--- src/rtl/imm_pkg.sv ---
// Shared opcode, immediate-format and handshake-state definitions for the
// immediate generator.
package imm_pkg;

  localparam logic [6:0] OPC_LOAD   = 7'b0000011;
  localparam logic [6:0] OPC_STORE  = 7'b0100011;
  localparam logic [6:0] OPC_BRANCH = 7'b1100011;
  localparam logic [6:0] OPC_OPIMM  = 7'b0010011;
  localparam logic [6:0] OPC_JALR   = 7'b1100111;
  localparam logic [6:0] OPC_JAL    = 7'b1101111;
  localparam logic [6:0] OPC_LUI    = 7'b0110111;
  localparam logic [6:0] OPC_AUIPC  = 7'b0010111;
  localparam logic [6:0] OPC_SYSTEM = 7'b1110011;
  localparam logic [6:0] OPC_OP     = 7'b0110011;
  localparam logic [6:0] OPC_FENCE  = 7'b0001111;

  localparam logic [2:0] FMT_NONE = 3'd0;
  localparam logic [2:0] FMT_I    = 3'd1;
  localparam logic [2:0] FMT_S    = 3'd2;
  localparam logic [2:0] FMT_B    = 3'd3;
  localparam logic [2:0] FMT_U    = 3'd4;
  localparam logic [2:0] FMT_J    = 3'd5;

  typedef enum logic [1:0] {
    ST_EMPTY = 2'd0,
    ST_ONE   = 2'd1,
    ST_TWO   = 2'd2
  } skid_state_t;

endpackage

--- src/rtl/imm_decode.sv ---
// Combinational RV32I/RV64I immediate decoder: instruction word to
// sign-extended immediate, format code and illegal-opcode flag.
module imm_decode
  import imm_pkg::*;
#(
  parameter int XLEN = 32
) (
  input  logic [31:0]      i_instr,
  output logic [XLEN-1:0]  o_imm,
  output logic [2:0]       o_fmt,
  output logic             o_illegal
);

  logic signed [31:0]      w_imm32;
  logic signed [XLEN-1:0]  w_imm_sx;

  always_comb begin
    w_imm32   = '0;
    o_fmt     = FMT_NONE;
    o_illegal = 1'b0;
    case (i_instr[6:0])
      OPC_LOAD, OPC_OPIMM, OPC_JALR, OPC_SYSTEM: begin
        w_imm32 = {{20{i_instr[31]}}, i_instr[31:20]};
        o_fmt   = FMT_I;
      end
      OPC_STORE: begin
        w_imm32 = {{20{i_instr[31]}}, i_instr[31:25], i_instr[11:7]};
        o_fmt   = FMT_S;
      end
      OPC_BRANCH: begin
        w_imm32 = {{20{i_instr[31]}}, i_instr[7], i_instr[30:25], i_instr[11:8], 1'b0};
        o_fmt   = FMT_B;
      end
      OPC_LUI, OPC_AUIPC: begin
        w_imm32 = {i_instr[31:12], 12'b0};
        o_fmt   = FMT_U;
      end
      OPC_JAL: begin
        w_imm32 = {{12{i_instr[31]}}, i_instr[19:12], i_instr[20], i_instr[30:21], 1'b0};
        o_fmt   = FMT_J;
      end
      OPC_OP, OPC_FENCE: begin
        w_imm32 = '0;
      end
      default: begin
        o_illegal = 1'b1;
      end
    endcase
  end

  // Signed-to-signed assignment widens by replicating bit 31 for XLEN=64.
  assign w_imm_sx = w_imm32;
  assign o_imm    = w_imm_sx;

endmodule

--- src/rtl/imm_gen_pipe.sv ---
// Registered immediate generator with valid/ready handshake, optional
// 2-entry skid buffer and a saturating illegal-opcode counter.
module imm_gen_pipe
  import imm_pkg::*;
#(
  parameter int XLEN    = 32,
  parameter bit SKID_EN = 1'b1,
  parameter int CNT_W   = 16
) (
  input  logic              clk,
  input  logic              rst,
  input  logic              in_valid,
  output logic              in_ready,
  input  logic [31:0]       instr,
  output logic              out_valid,
  input  logic              out_ready,
  output logic [XLEN-1:0]   imm,
  output logic [2:0]        fmt,
  output logic              illegal,
  input  logic              clr_cnt,
  output logic [CNT_W-1:0]  illegal_cnt
);

  typedef struct packed {
    logic [XLEN-1:0] imm;
    logic [2:0]      fmt;
    logic            illegal;
  } entry_t;

  logic [XLEN-1:0]  w_dec_imm;
  logic [2:0]       w_dec_fmt;
  logic             w_dec_illegal;
  entry_t           w_dec;
  entry_t           r_ent0;
  entry_t           r_ent1;
  skid_state_t      r_state;
  logic             r_in_ready;
  logic [CNT_W-1:0] r_cnt;
  logic             w_accept;
  logic             w_pop;

  imm_decode #(.XLEN(XLEN)) u_decode (
    .i_instr   (instr),
    .o_imm     (w_dec_imm),
    .o_fmt     (w_dec_fmt),
    .o_illegal (w_dec_illegal)
  );

  assign w_dec     = {w_dec_imm, w_dec_fmt, w_dec_illegal};
  assign out_valid = (r_state != ST_EMPTY);
  assign in_ready  = SKID_EN ? r_in_ready : (!out_valid || out_ready);
  assign w_accept  = in_valid && in_ready;
  assign w_pop     = out_valid && out_ready;

  // Entry-count FSM; r_ent0 is always the oldest entry. Without the skid
  // buffer in_ready forbids accept-without-pop in ST_ONE, so ST_TWO is unreachable.
  always_ff @(posedge clk) begin
    if (rst) begin
      r_state    <= ST_EMPTY;
      r_in_ready <= 1'b1;
    end else begin
      case (r_state)
        ST_EMPTY: begin
          if (w_accept) begin
            r_state <= ST_ONE;
            r_ent0  <= w_dec;
          end
        end
        ST_ONE: begin
          if (w_accept && !w_pop) begin
            r_state    <= ST_TWO;
            r_ent1     <= w_dec;
            r_in_ready <= 1'b0;
          end else if (w_accept) begin
            r_ent0 <= w_dec;
          end else if (w_pop) begin
            r_state <= ST_EMPTY;
          end
        end
        ST_TWO: begin
          if (w_pop) begin
            r_state    <= ST_ONE;
            r_ent0     <= r_ent1;
            r_in_ready <= 1'b1;
          end
        end
        default: begin
          r_state    <= ST_EMPTY;
          r_in_ready <= 1'b1;
        end
      endcase
    end
  end

  // Payload reads zero whenever nothing is held, so stale data never leaks.
  assign imm     = out_valid ? r_ent0.imm : '0;
  assign fmt     = out_valid ? r_ent0.fmt : FMT_NONE;
  assign illegal = out_valid ? r_ent0.illegal : 1'b0;

  always_ff @(posedge clk) begin
    if (rst || clr_cnt) begin
      r_cnt <= '0;
    end else if (w_accept && w_dec_illegal && (r_cnt != '1)) begin
      r_cnt <= r_cnt + 1'b1;
    end
  end

  assign illegal_cnt = r_cnt;

endmodule

--- config.mk ---
export PLATFORM = sky130hd
export DESIGN_NAME = imm_gen_pipe
export DESIGN_NICKNAME = d
export VERILOG_FILES = /design/src/rtl/imm_pkg.sv /design/src/rtl/imm_decode.sv /design/src/rtl/imm_gen_pipe.sv
export SDC_FILE = /design/constraint.sdc
export NUM_CORES = 1
export LEC_CHECK = 0
export CORE_AREA = 2 2 99 125
export DETAILED_ROUTE_END_ITERATION = 10
export DIE_AREA = 0 0 101 127
export DONT_BUFFER_PORTS = 1
export SLEW_MARGIN = 30
export SYNTH_ARGS = -nofsm -noshare
export SYNTH_HDL_FRONTEND = slang
export SYNTH_SLANG_ARGS = --single-unit
--- constraint.sdc ---
create_clock -name clk -period 5.66 [get_ports clk]
set_input_delay 1.132 -clock clk [delete_from_list [all_inputs] [get_ports clk]]
set_output_delay 1.132 -clock clk [all_outputs]
set_load 0.05 [all_outputs]
After elaboration in Yosys (flattened, before gate mapping)
Index checks and enable logic that the tools add are counted.
{"block": "word_totals", "regBits": 91, "inputBits": 37, "output_inout_bits": 54, "wordCells": 68}
{"block": "classes", "n_addsub": 1, "n_eq_ne": 20, "n_mux": 19, "n_bitwise": 2, "reduce_logical": 17}
{"operator": "32-bit one-hot mux with 5 select lines", "count": 1}
{"operator": "36-bit two-way mux", "count": 3}
{"operator": "36-bit one-hot mux with 3 select lines", "count": 1}
{"operator": "32-bit two-way mux", "count": 1}
{"operator": "7-bit equality test, second input constant", "count": 4}
{"operator": "7-bit by 6-bit equality test with 1-bit output, second input constant", "count": 3}
{"operator": "16-bit by 1-bit adder with 16-bit output, second input constant", "count": 1}
{"operator": "16-bit != test, second input constant", "count": 1}
{"operator": "3-bit one-hot mux with 5 select lines", "count": 1}
{"operator": "7-bit by 5-bit equality test with 1-bit output, second input constant", "count": 2}
{"operator": "11-bit OR reduction", "count": 1}
{"operator": "2-bit two-way mux", "count": 5}
{"operator": "2-bit != test, second input constant", "count": 4}
{"operator": "4-bit AND reduction", "count": 2}
{"operator": "7-bit by 2-bit equality test with 1-bit output, second input constant", "count": 1}
{"operator": "7-bit by 4-bit equality test with 1-bit output, second input constant", "count": 1}
{"operator": "3-bit != test, second input constant", "count": 2}
{"operator": "2-bit one-hot mux with 3 select lines", "count": 1}
{"operator": "3-bit AND reduction", "count": 2}
{"operator": "1-bit logical AND", "count": 5}
{"operator": "1-bit two-way mux", "count": 4}
{"operator": "4-bit OR reduction", "count": 1}
{"operator": "3-bit two-way mux", "count": 1}
{"operator": "1-bit one-hot mux with 3 select lines", "count": 1}
{"operator": "9 further kinds", "count": 10}

Longest topological paths before layout
{"block": "depth", "ltp_word": 6, "ltp_mapped": 8, "mapped_depth_nobuf": 6}

Hierarchy
From an unflattened synthesis, not the netlist that was laid out.
{"block": "hier_totals", "hier_cells": 355, "hier_area_um2": 4409.2}
{"mod": "imm_gen_pipe", "n_inst": 1, "cells_per_inst": 275, "area_each_um2": 3846.2, "seq_area_each_um2": 2542.4}
{"mod": "imm_decode", "n_inst": 1, "cells_per_inst": 80, "area_each_um2": 563.0, "seq_area_each_um2": 0.0}

Worst setup path before layout
OpenSTA, ideal clock, no wires.
{"block": "synth_timing", "path_kind": "input-to-reg", "startpoint": "input out_ready", "endpoint": "register r_ent1[0] (netlist bit) (enable)", "setup_ps": 532, "arrival_time_ps": 5140, "t_required_ps": 5128, "setup_slack_ps": -12, "cell_stages": 2, "path_buffers": 1, "cell_sequence": "clkbuf_1 nor4b_1"}
{"block": "synth_between", "elab_chain_len": 4}
{"element": "start: declaration", "line": "imm_gen_pipe.sv:16", "source": "input logic out_ready,"}
{"element": "1-bit logical AND", "line": "imm_gen_pipe.sv:53", "source": "assign w_pop = out_valid && out_ready;"}
{"element": "1-bit logical NOT", "line": "imm_gen_pipe.sv:70", "source": "if (w_accept && !w_pop) begin"}
{"element": "1-bit logical AND", "line": "imm_gen_pipe.sv:70"}
{"element": "3-bit AND reduction (no source line)"}
{"element": "end signal: assignment", "line": "imm_gen_pipe.sv:72", "source": "r_ent1 <= w_dec;"}
{"element": "end: declaration", "line": "imm_gen_pipe.sv:35", "source": "entry_t r_ent1;"}
No other way between the ends.
A chain may end at the register's enable or synchronous reset.

Final worst setup path
{"block": "layout_timing", "startpoint": "register r_state[1]", "endpoint": "output imm[25]"}
{"block": "layout_between", "elab_chain_len": 2}
{"element": "start: declaration", "line": "imm_gen_pipe.sv:36", "source": "skid_state_t r_state;"}
{"element": "start signal: assignment", "line": "imm_gen_pipe.sv:59", "source": "r_state <= ST_EMPTY;"}
{"element": "start signal: assignment", "line": "imm_gen_pipe.sv:65", "source": "r_state <= ST_ONE;"}
{"element": "start signal: assignment", "line": "imm_gen_pipe.sv:71", "source": "r_state <= ST_TWO;"}
{"element": "2-bit nonzero test", "line": "imm_gen_pipe.sv:50", "source": "assign out_valid = (r_state != ST_EMPTY);"}
{"element": "32-bit two-way mux", "line": "imm_gen_pipe.sv:96", "source": "assign imm = out_valid ? r_ent0.imm : '0;"}
{"element": "end: declaration", "line": "imm_gen_pipe.sv:17", "source": "output logic [XLEN-1:0] imm,"}
No other way between the ends.

==> results by group <==
CTS
  – Num CTS Buffers: 9
  – Root buffer cell: clkbuf_16
  – Longest Clk Path Bufs: 2
  – Clk sinks: between 90 and 100
  – Clock-pin slew on the worst setup and hold paths: 0.06 ns
  – Worst skew pair latency: around 0.34 ns
  – CTS tree: done
  – Resized Gates After CTS: 0
  – CTS H-Tree Depth: 3
  – Hold_buf cts: 0
  – # Post-CTS Setup Buffers: 0

Placement
  – Gpl congestion: 0.8602
  – Post-DP HPWL: roughly 7.1 mm
  – Port Buffers: 0

Routing
  – Remaining DRCs: 0
  – First drt pass iteration count: 5
  – Initial detailed-routing violation count: roughly 210
  – Post-Route WL: between 10 and 15 mm
  – Final ANT Viol Nets: 0
  – Via density: 5.768
  – Mean routed wirelength per cell: about 19 um
  – Vias: ~3200

Setup path
  – Worst path max stage delay: approximately 0.83 ns
  – Worst Path Required: between 4 and 5 ns
  – Worst Setup End Kind: primary output
  – Crit path max-delay family: simple AND/OR/NAND/NOR gates
  – Crit path max-delay cell type: nor2b_1
  – WP buf/inv: 0
  – Max FO, Critical Path: 37
  – CP Class: flop to primary output
  – WP data arrival: between 1.5 and 2 ns
  – CP cell instances: nor2_4 -> nor2b_1
  – CP startpoint kind: flop

Power and ir drop
  – NetSw: about 380 uW
  – Logic pwr share: 0.109
  – P per Cell Area: 294.7 mW/mm2
  – Flop pwr share: 0.516
  – Pint: between 1 and 1.5 mW
  – Clock power share: 0.375
  – Switching share of power: 0.2642
  – Pleak: about 1.9 nW
  – Worst VDD drop: between 100 and 150 uV
  – Pwr Total: about 1.5 mW

Finish
  – Final #Nets: around 450
  – Layout area overhead: 8.915%
  – Post-layout util: 0.4271
  – Antenna diodes: 0
  – Most common cell after layout, fill and taps aside: edfxtp_1
  – Most frequent cells in the layout: edfxtp_1, nand2_1, nor2b_1, nor2_1, dfxtp_1
  – Layout cell share with drive strength beyond 1: 0.1211

Min path
  – Worst hold path class: flop to flop

Logic synthesis
  – Cell Area, Synth: 0.004533 mm2
  – Synth Warn #: 0
  – Synth unique cells: 57
  – Post-synth ARST share: 0
  – Flop and latch count out of synthesis: between 90 and 100
  – Register area share after synthesis: 0.5609
  – Syn avg cell area: ~11 um2
  – Post-synth top flop: edfxtp_1
  – Post-Syn Nets: 456
  – EDFF count, synth: between 70 and 80
  – Gate Count Post-Synth: around 420

Floorplan
  – Die area: ~0.013 mm2
  – I/O Pins: just over 90
  – Starting density of the core: 0.3921
  – Site Rows: 44
  – Core footprint: between 0.01 and 0.015 mm2
  – Die Wd: 101 um
  – DIE HEIGHT: between 100 and 150 um

STA
  – Skew final: approximately 0.0055 ns
  – Final period util: 0.5447
  – Fmax achieved: around 320 MHz
  – Total negative slack: 0 ns
  – Final min period: approximately 3 ns
  – Worst Tran Pin Value: ~1.0 ns
  – Fin. max-slew vios: 0
  – Fin. Hold Viols: 0
  – Final setup fails: 0
  – Relative slew slack: 0.3336
  – RSZ-0062 raised after global routing: false

Global routing
  – Total track usage: 0.1672
  – Vias in the first global route: 3198
  – Total grt overflow: 0
  – Initial antenna violation count: 0
  – First-pass GRT wire length: approximately 17 mm
  – Largest net degree at the start of global routing: 48

Job
  – Maxcap violations: 0

Outcome
  – Status: finished, final reports clean
==> flip-flops by register name (all words and copies together) (netlist names) <==
register	count
illegal_cnt	16
r_ent1	36
r_ent0	36
in_ready	1
r_state	2
==> layer usage <==
metal,share of wire,vias up,routed length [um],track usage
met1,0.42,1536,4380,0.2001
met4,0.012,0,128,0.06041
met3,0.072,11,751,0.05853
met5,0,-,0,0
li1,-,1533,-,-
met2,0.50,98,5203,0.2776
==> kinds of logic after synthesis <==
family                     count (synthesis)  synth area share
adders and majority gates                  1          0.002760
AOI/OAI and AO/OA                         81            0.1242
muxes                                     19           0.04609
and+or+nand+nor                          198            0.2346
DFF                                       91            0.5609
buffers and inverters                     28           0.03146
==> area by class of cell <==
class | count | area (um2)
inverters | 4 | 15.01
clock buffers | 9 | 225.2
flip-flops and latches | 91 | 2542
well taps | 138 | 172.7
multi-input cells | 299 | 1896
clock inverters | 7 | 43.79
repair buffers | 3 | 42.54
fillers | 1101 | 6624
==> power by group through the flow <==
stage,Clock [mW],Sequential (mW),Combinational (mW)
after floorplan,0,0.763,0.142
after global placement,0,0.766,0.152
after detailed placement,0,0.766,0.160
after CTS,0.561,0.751,0.161
after global routing,0.590,0.753,0.171
final,0.546,0.751,0.158
==> worst paths after layout <==
check | from | to | slack (ns) | cells after the start
setup / recovery | r_state[1] | imm[25] | 2.58 | 2
hold / removal | r_ent1[3] | r_ent0[3] | 0.52 | 2
setup reg to reg | illegal_cnt[0] | illegal_cnt[5] | 3.26 | 6
hold reg to reg | r_ent1[3] | r_ent0[3] | 0.52 | 2
==> synth_stat cells (all sizes together) (4+ instances only) <==
master  instances  area, um2
a31oi          13      81.33
o41ai           4      35.03
nor2           29      113.9
a21oi          14      73.82
nand4           8      50.05
or2             4      25.03
or3            11      68.82
nor3            4      20.02
o211ai          4      30.03
mux2i           4      40.04
inv             4      15.01
a21o           10      75.07
and2            9      56.30
buf            10      75.06
a22o            5      43.79
nand3           8      40.04
nor4            4      46.29
clkbuf         14      52.55
nand2          59      221.5
nand3b          5      37.54
nor2b          39      244.0
mux2           15      168.9
dfxtp          19      380.4
o21ai           9      45.04
edfxtp         72       2162
==> through the flow <==
stage	setup WS [ns]	area, um2	hold WS (ns)	instances
floorplan	1.801	4539	0.4836	418
global placement	2.598	4626	0.4923	534
detailed placement	2.469	4656	0.5092	535
CTS	2.531	4925	0.5224	551
global route	2.430	4937	0.5437	551
finish	2.577	4937	0.5202	551
==> worst register-to-register path: cells and delay by family, from the launching register on <==
family / cells / cell delay [ns]
fa+ha+maj: 1 / 0.41
flops: 1 / 0.73
simple gates: 4 / 0.98
mux: 1 / 0.19
Note: power is estimated with default switching activity, not from simulation.
